--- src/rtl/gemac_rx_axis.sv ---
// gemac_rx_axis: GEMAC rx client -> 8-bit AXI-stream adapter. The MAC cannot
// be stalled, so backpressure is absorbed by truncating (tuser=1) or dropping
// frames. Ports: clk, reset (async, active-high), clear (sync flush);
// rx_data/rx_valid/rx_ack/rx_error from the MAC; o_tdata/o_tlast/o_tuser/
// o_tvalid/o_tready downstream; good_cnt/bad_cnt/ovr_cnt/drop_cnt status.
// Define GEMAC_RX_AXIS_CNT_EN to build the status counters (else tied to 0).
module gemac_rx_axis (
  input  logic        clk,
  input  logic        reset,
  input  logic        clear,
  input  logic [7:0]  rx_data,
  input  logic        rx_valid,
  input  logic        rx_ack,
  input  logic        rx_error,
  output logic [7:0]  o_tdata,
  output logic        o_tlast,
  output logic        o_tuser,
  output logic        o_tvalid,
  input  logic        o_tready,
  output logic [15:0] good_cnt,
  output logic [15:0] bad_cnt,
  output logic [15:0] ovr_cnt,
  output logic [15:0] drop_cnt
);

  typedef enum logic [2:0] {
    S_IDLE,
    S_XFER,
    S_DROP,
    S_TERM,
    S_SKIP
  } state_t;

  state_t      state, state_nxt;
  logic [7:0]  h_q, h_nxt;
  logic [7:0]  td_nxt;
  logic        tl_nxt, tu_nxt, tv_nxt;
  logic        flag_q, flag_nxt;
  logic        skip_q, skip_nxt;
  logic        end_p, o_free;

  assign end_p  = rx_ack | rx_error;
  assign o_free = !o_tvalid || o_tready;

  always_ff @(posedge clk or posedge reset) begin
    if (reset) begin
      state    <= S_IDLE;
      h_q      <= '0;
      o_tdata  <= '0;
      o_tlast  <= 1'b0;
      o_tuser  <= 1'b0;
      o_tvalid <= 1'b0;
      flag_q   <= 1'b0;
      skip_q   <= 1'b0;
    end else begin
      state    <= state_nxt;
      h_q      <= h_nxt;
      o_tdata  <= td_nxt;
      o_tlast  <= tl_nxt;
      o_tuser  <= tu_nxt;
      o_tvalid <= tv_nxt;
      flag_q   <= flag_nxt;
      skip_q   <= skip_nxt;
    end
  end

  always_comb begin
    state_nxt = state;
    h_nxt     = h_q;
    td_nxt    = o_tdata;
    tl_nxt    = o_tlast;
    tu_nxt    = o_tuser;
    tv_nxt    = o_tvalid && !o_tready;
    flag_nxt  = flag_q;
    skip_nxt  = skip_q;
    if (clear) begin
      state_nxt = S_IDLE;
      td_nxt    = '0;
      tl_nxt    = 1'b0;
      tu_nxt    = 1'b0;
      tv_nxt    = 1'b0;
      flag_nxt  = 1'b0;
      skip_nxt  = 1'b0;
    end else begin
      unique case (state)
        S_IDLE: begin
          // a byte arriving with an end pulse is discarded
          if (rx_valid && !end_p) begin
            h_nxt     = rx_data;
            state_nxt = S_XFER;
          end
        end
        S_XFER: begin
          if (end_p) begin
            flag_nxt  = rx_error;
            state_nxt = S_TERM;
          end else if (rx_valid) begin
            if (o_free) begin
              td_nxt = h_q;
              tl_nxt = 1'b0;
              tu_nxt = 1'b0;
              tv_nxt = 1'b1;
              h_nxt  = rx_data;
            end else begin
              // H keeps the byte that will close the frame
              state_nxt = S_DROP;
            end
          end
        end
        S_DROP: begin
          if (end_p) begin
            flag_nxt  = 1'b1;
            state_nxt = S_TERM;
          end
        end
        S_TERM: begin
          if (o_free) begin
            td_nxt   = h_q;
            tl_nxt   = 1'b1;
            tu_nxt   = flag_q;
            tv_nxt   = 1'b1;
            skip_nxt = 1'b0;
            if (skip_q) begin
              state_nxt = end_p ? S_IDLE : S_SKIP;
            end else if (rx_valid && !end_p) begin
              h_nxt     = rx_data;
              state_nxt = S_XFER;
            end else begin
              state_nxt = S_IDLE;
            end
          end else if (end_p) begin
            // the frame lost while stalled has now ended
            skip_nxt = 1'b0;
          end else if (rx_valid && !skip_q) begin
            skip_nxt = 1'b1;
          end
        end
        S_SKIP: begin
          if (end_p) begin
            state_nxt = S_IDLE;
          end
        end
        default: state_nxt = S_IDLE;
      endcase
    end
  end

`ifdef GEMAC_RX_AXIS_CNT_EN
  logic        emit_last;
  logic        inc_good, inc_bad, inc_ovr, inc_drop;
  logic [15:0] good_q, bad_q, ovr_q, drop_q;

  assign emit_last = !clear && state == S_TERM && o_free;
  assign inc_good  = emit_last && !flag_q;
  assign inc_bad   = emit_last && flag_q;
  assign inc_ovr   = !clear && state == S_XFER && rx_valid &&
                     !end_p && !o_free;
  assign inc_drop  = !clear && state == S_TERM && !o_free &&
                     rx_valid && !end_p && !skip_q;

  always_ff @(posedge clk or posedge reset) begin
    if (reset) begin
      good_q <= '0;
      bad_q  <= '0;
      ovr_q  <= '0;
      drop_q <= '0;
    end else begin
      if (inc_good) good_q <= good_q + 16'd1;
      if (inc_bad)  bad_q  <= bad_q + 16'd1;
      if (inc_ovr)  ovr_q  <= ovr_q + 16'd1;
      if (inc_drop) drop_q <= drop_q + 16'd1;
    end
  end

  assign good_cnt = good_q;
  assign bad_cnt  = bad_q;
  assign ovr_cnt  = ovr_q;
  assign drop_cnt = drop_q;
`else
  assign good_cnt = '0;
  assign bad_cnt  = '0;
  assign ovr_cnt  = '0;
  assign drop_cnt = '0;
`endif

endmodule

--- config.mk ---
export PLATFORM = sky130hd
export DESIGN_NAME = gemac_rx_axis
export DESIGN_NICKNAME = d
export VERILOG_FILES = /design/src/rtl/gemac_rx_axis.sv
export SDC_FILE = /design/constraint.sdc
export NUM_CORES = 1
export LEC_CHECK = 0
export CAP_MARGIN = 20
export CORE_MARGIN = 1
export CORE_UTILIZATION = 50
export DETAILED_ROUTE_END_ITERATION = 6
export DONT_BUFFER_PORTS = 1
export PLACE_DENSITY = 0.68
export REMOVE_ABC_BUFFERS = 1
export SYNTH_ARGS = -nofsm -noshare
export SYNTH_HDL_FRONTEND = slang
export SYNTH_SLANG_ARGS = --single-unit
--- constraint.sdc ---
create_clock -name clk -period 1.86 [get_ports clk]
set_clock_uncertainty 0.2 [all_clocks]
set_input_delay 0.279 -clock clk [delete_from_list [all_inputs] [get_ports clk]]
set_output_delay 0.279 -clock clk [all_outputs]
set_load 0.05 [all_outputs]
==> key figures <==
Final layout
  • Share of layout cells above drive strength 1: 13.0%
  • Fin util: 55.2%
  • Post-Layout Cell Count: 228
  • Most common cell after layout, fill and taps aside: conb_1
  • ANT cells: 0
  • Area growth syn-to-layout: 3.43%
  • Nets: 200
  • Most frequent cells in the layout: conb_1 (64), dfrtp_1 (22), dlygate4sd3_1 (16)

Run
  • Max cap viols: 0

Global route
  • GRT Total Usage: 15.9%
  • Vias in the first global route: 882
  • Global-route wire length before repair: 3980 um
  • Initial antenna violation count: 0
  • Largest net degree at the start of global routing: 25
  • GRT overflow: 0

Floorplan
  • Row count: 20
  • Die Wd: 59.3 um
  • Initial Util: 53.3%
  • Area of the core: 3080 um^2
  • Die H: 59.3 um
  • DIE AREA: 3520 um^2
  • # IOs: 90

Critical path
  • CP Class: input pin to register
  • CP arrival: 1.84 ns
  • Critical Path Sink Type: register
  • Max FO, Critical Path: 3
  • CP required: 1.90 ns
  • CP startpoint kind: input pin

Yosys
  • Synth cell types: 34
  • Post-synth EDFFs: 0
  • Synth Cell Area: 1640 um^2
  • Async SR Flop Fraction: 100%
  • Yosys warns: 0
  • Gate Count Post-Synth: 164
  • Most common flop cell mapped by yosys: dfrtp_1
  • Yosys reg bits: 24
  • Seq/Total Area, Yosys: 36.6%
  • Mean area per synthesized cell: 10.0 um^2

Hold path
  • HP Class: input pin to register

Routing
  • DRT Pass-1 Iters: 4
  • Mean routed wirelength per cell: 11.7 um
  • Number of routed nets with antenna violations: 0
  • Routed WL: 2670 um
  • Initial DRC count: 10
  • Post-DR vias/cell: 4.39
  • Via count: 1000
  • DRC: 0

Timing
  • Final setup TNS: 0 ns
  • Crit share post-route: 96.8%
  • Minimum clock period: 1.80 ns
  • Final Hold Vio Count: 0
  • Fmax: 555 MHz
  • RSZ-0062 raised after global routing: no
  • Max Slew Vio Count: 0
  • Final setup margin: 0.0596 ns
  • # setup viols final: 0

Place
  • DP Wirelength: 1940 um
  • Placed insts: 207
  • Buffers on Ports: 0
  • Pre-CTS WS: 0.0492 ns
  • Routability Congestion: 0.910

CTS
  • Clk pin slew, worst setup/hold paths: 0.14 ns
  • Root buf cell: clkbuf_4
  • CTS tree: built
  • Clk_lat worst skew: 0.31 ns
  • Clock net sink count: 24
  • TritonCTS Buffers: 3
  • CTS H-tree lvls: 1
  • Clock tree buffer depth: 2

Run status
  • Run status: finished, final reports clean

Pwr
  • LEAKAGE: 0.832 nW
  • VDD IR max: 0.703 mV
  • PD cells: 1300 nW/um^2
  • Pwr Total: 0.00221 W
per-layer routing:
| layer | wire length, um | vias to the layer above | share of wire (%) | global-route usage, % |
|---|---|---|---|---|
| met5 | 0 | - | 0 | 0 |
| met4 | 46 | 0 | 1.7 | 8.16 |
| met2 | 1400 | 63 | 52 | 27.6 |
| met3 | 271 | 4 | 10 | 4.59 |
| met1 | 951 | 470 | 36 | 17.6 |
| li1 | - | 463 | - | - |
flip-flops by register name, indices dropped and copies added (netlist names):
name and count:
o_tvalid 1, skip_q 1, o_tlast 1, state 3
flag_q 1, h_q 8, o_tdata 8, o_tuser 1
cells by family (layout without fill, tap and decap cells):
kind of cell,count (synthesis),in the layout,synth area share [%]
buf+inv,71,28,31.6
compound gates,18,18,8.00
other cells,1,64,0.228
flops,24,24,36.6
mux,19,19,12.9
simple gates,31,31,10.7
repair_timing:
action                                  in CTS  in global routing
endpoints found under the setup margin       0                 10
endpoints found under the hold margin       39                  1
hold buffers                                15                  1
gates resized for setup                      0                  5
setup buffers                                0                  1
critical path, cell delays in order:
cell and delay, ns:
dlygate4sd3_1 0.54, nor2b_1 0.15, nand2_1 0.07, dlygate4sd3_1 0.57
a211oi_2 0.22
cells in the mapped netlist (2+ instances only):
cell / number / area share [%]
dfrtp_1: 24 / 37
mux2_2: 8 / 5.5
nor2b_1: 12 / 4.6
o21ai_0: 2 / 0.61
inv_1: 2 / 0.46
nor2_1: 4 / 0.91
nand2_1: 5 / 1.1
mux2_1: 9 / 6.2
a21oi_1: 2 / 0.61
nor3_1: 2 / 0.61
o21ai_1: 3 / 0.91
mux2i_1: 2 / 1.2
clkbuf_1: 2 / 0.46
nand3_1: 2 / 0.61
o22ai_1: 2 / 0.76
buf_4: 65 / 30
area by class of cell:
cell class / count / area (um^2)
Sequential cell: 24 / 603
Tap cell: 44 / 55.1
Fill cell: 283 / 1380
Inverter: 3 / 11.3
Timing Repair Buffer: 21 / 198
Clock buffer: 3 / 22.5
Multi-Input combinational cell: 132 / 778
Clock inverter: 1 / 30.0
worst paths after layout:
check	start	end	slack [ns]	depth (start not counted)
min reg2reg	h_q[1]	h_q[1]	0.31	1
max in group asynchronous	reset	state[1]	0.97	3
min in group asynchronous	reset	o_tdata[6]	0.24	3
max reg2reg	state[0]	state[1]	0.06	4
min	clear	o_tdata[6]	0.008	2
max	o_tready	skip_q	0.06	5
power by group:
group,switching (W),internal [W],total [W]
clock network,0.000160,0.000218,0.000377
logic,0.000504,0.000278,0.000781
registers,0.000358,0.000691,0.00105
total,0.00102,0.00119,0.00221
stage by stage:
stage / hold slack, ns / area [um^2]
after global placement: 0.0267 / 1460
after floorplan: 0.0936 / 1370
final: 0.00757 / 1700
after detailed placement: 0.0373 / 1460
after CTS: 0.000355 / 1660
after global routing: 0.00895 / 1700
No activity file was read; power rests on OpenSTA's default activity.
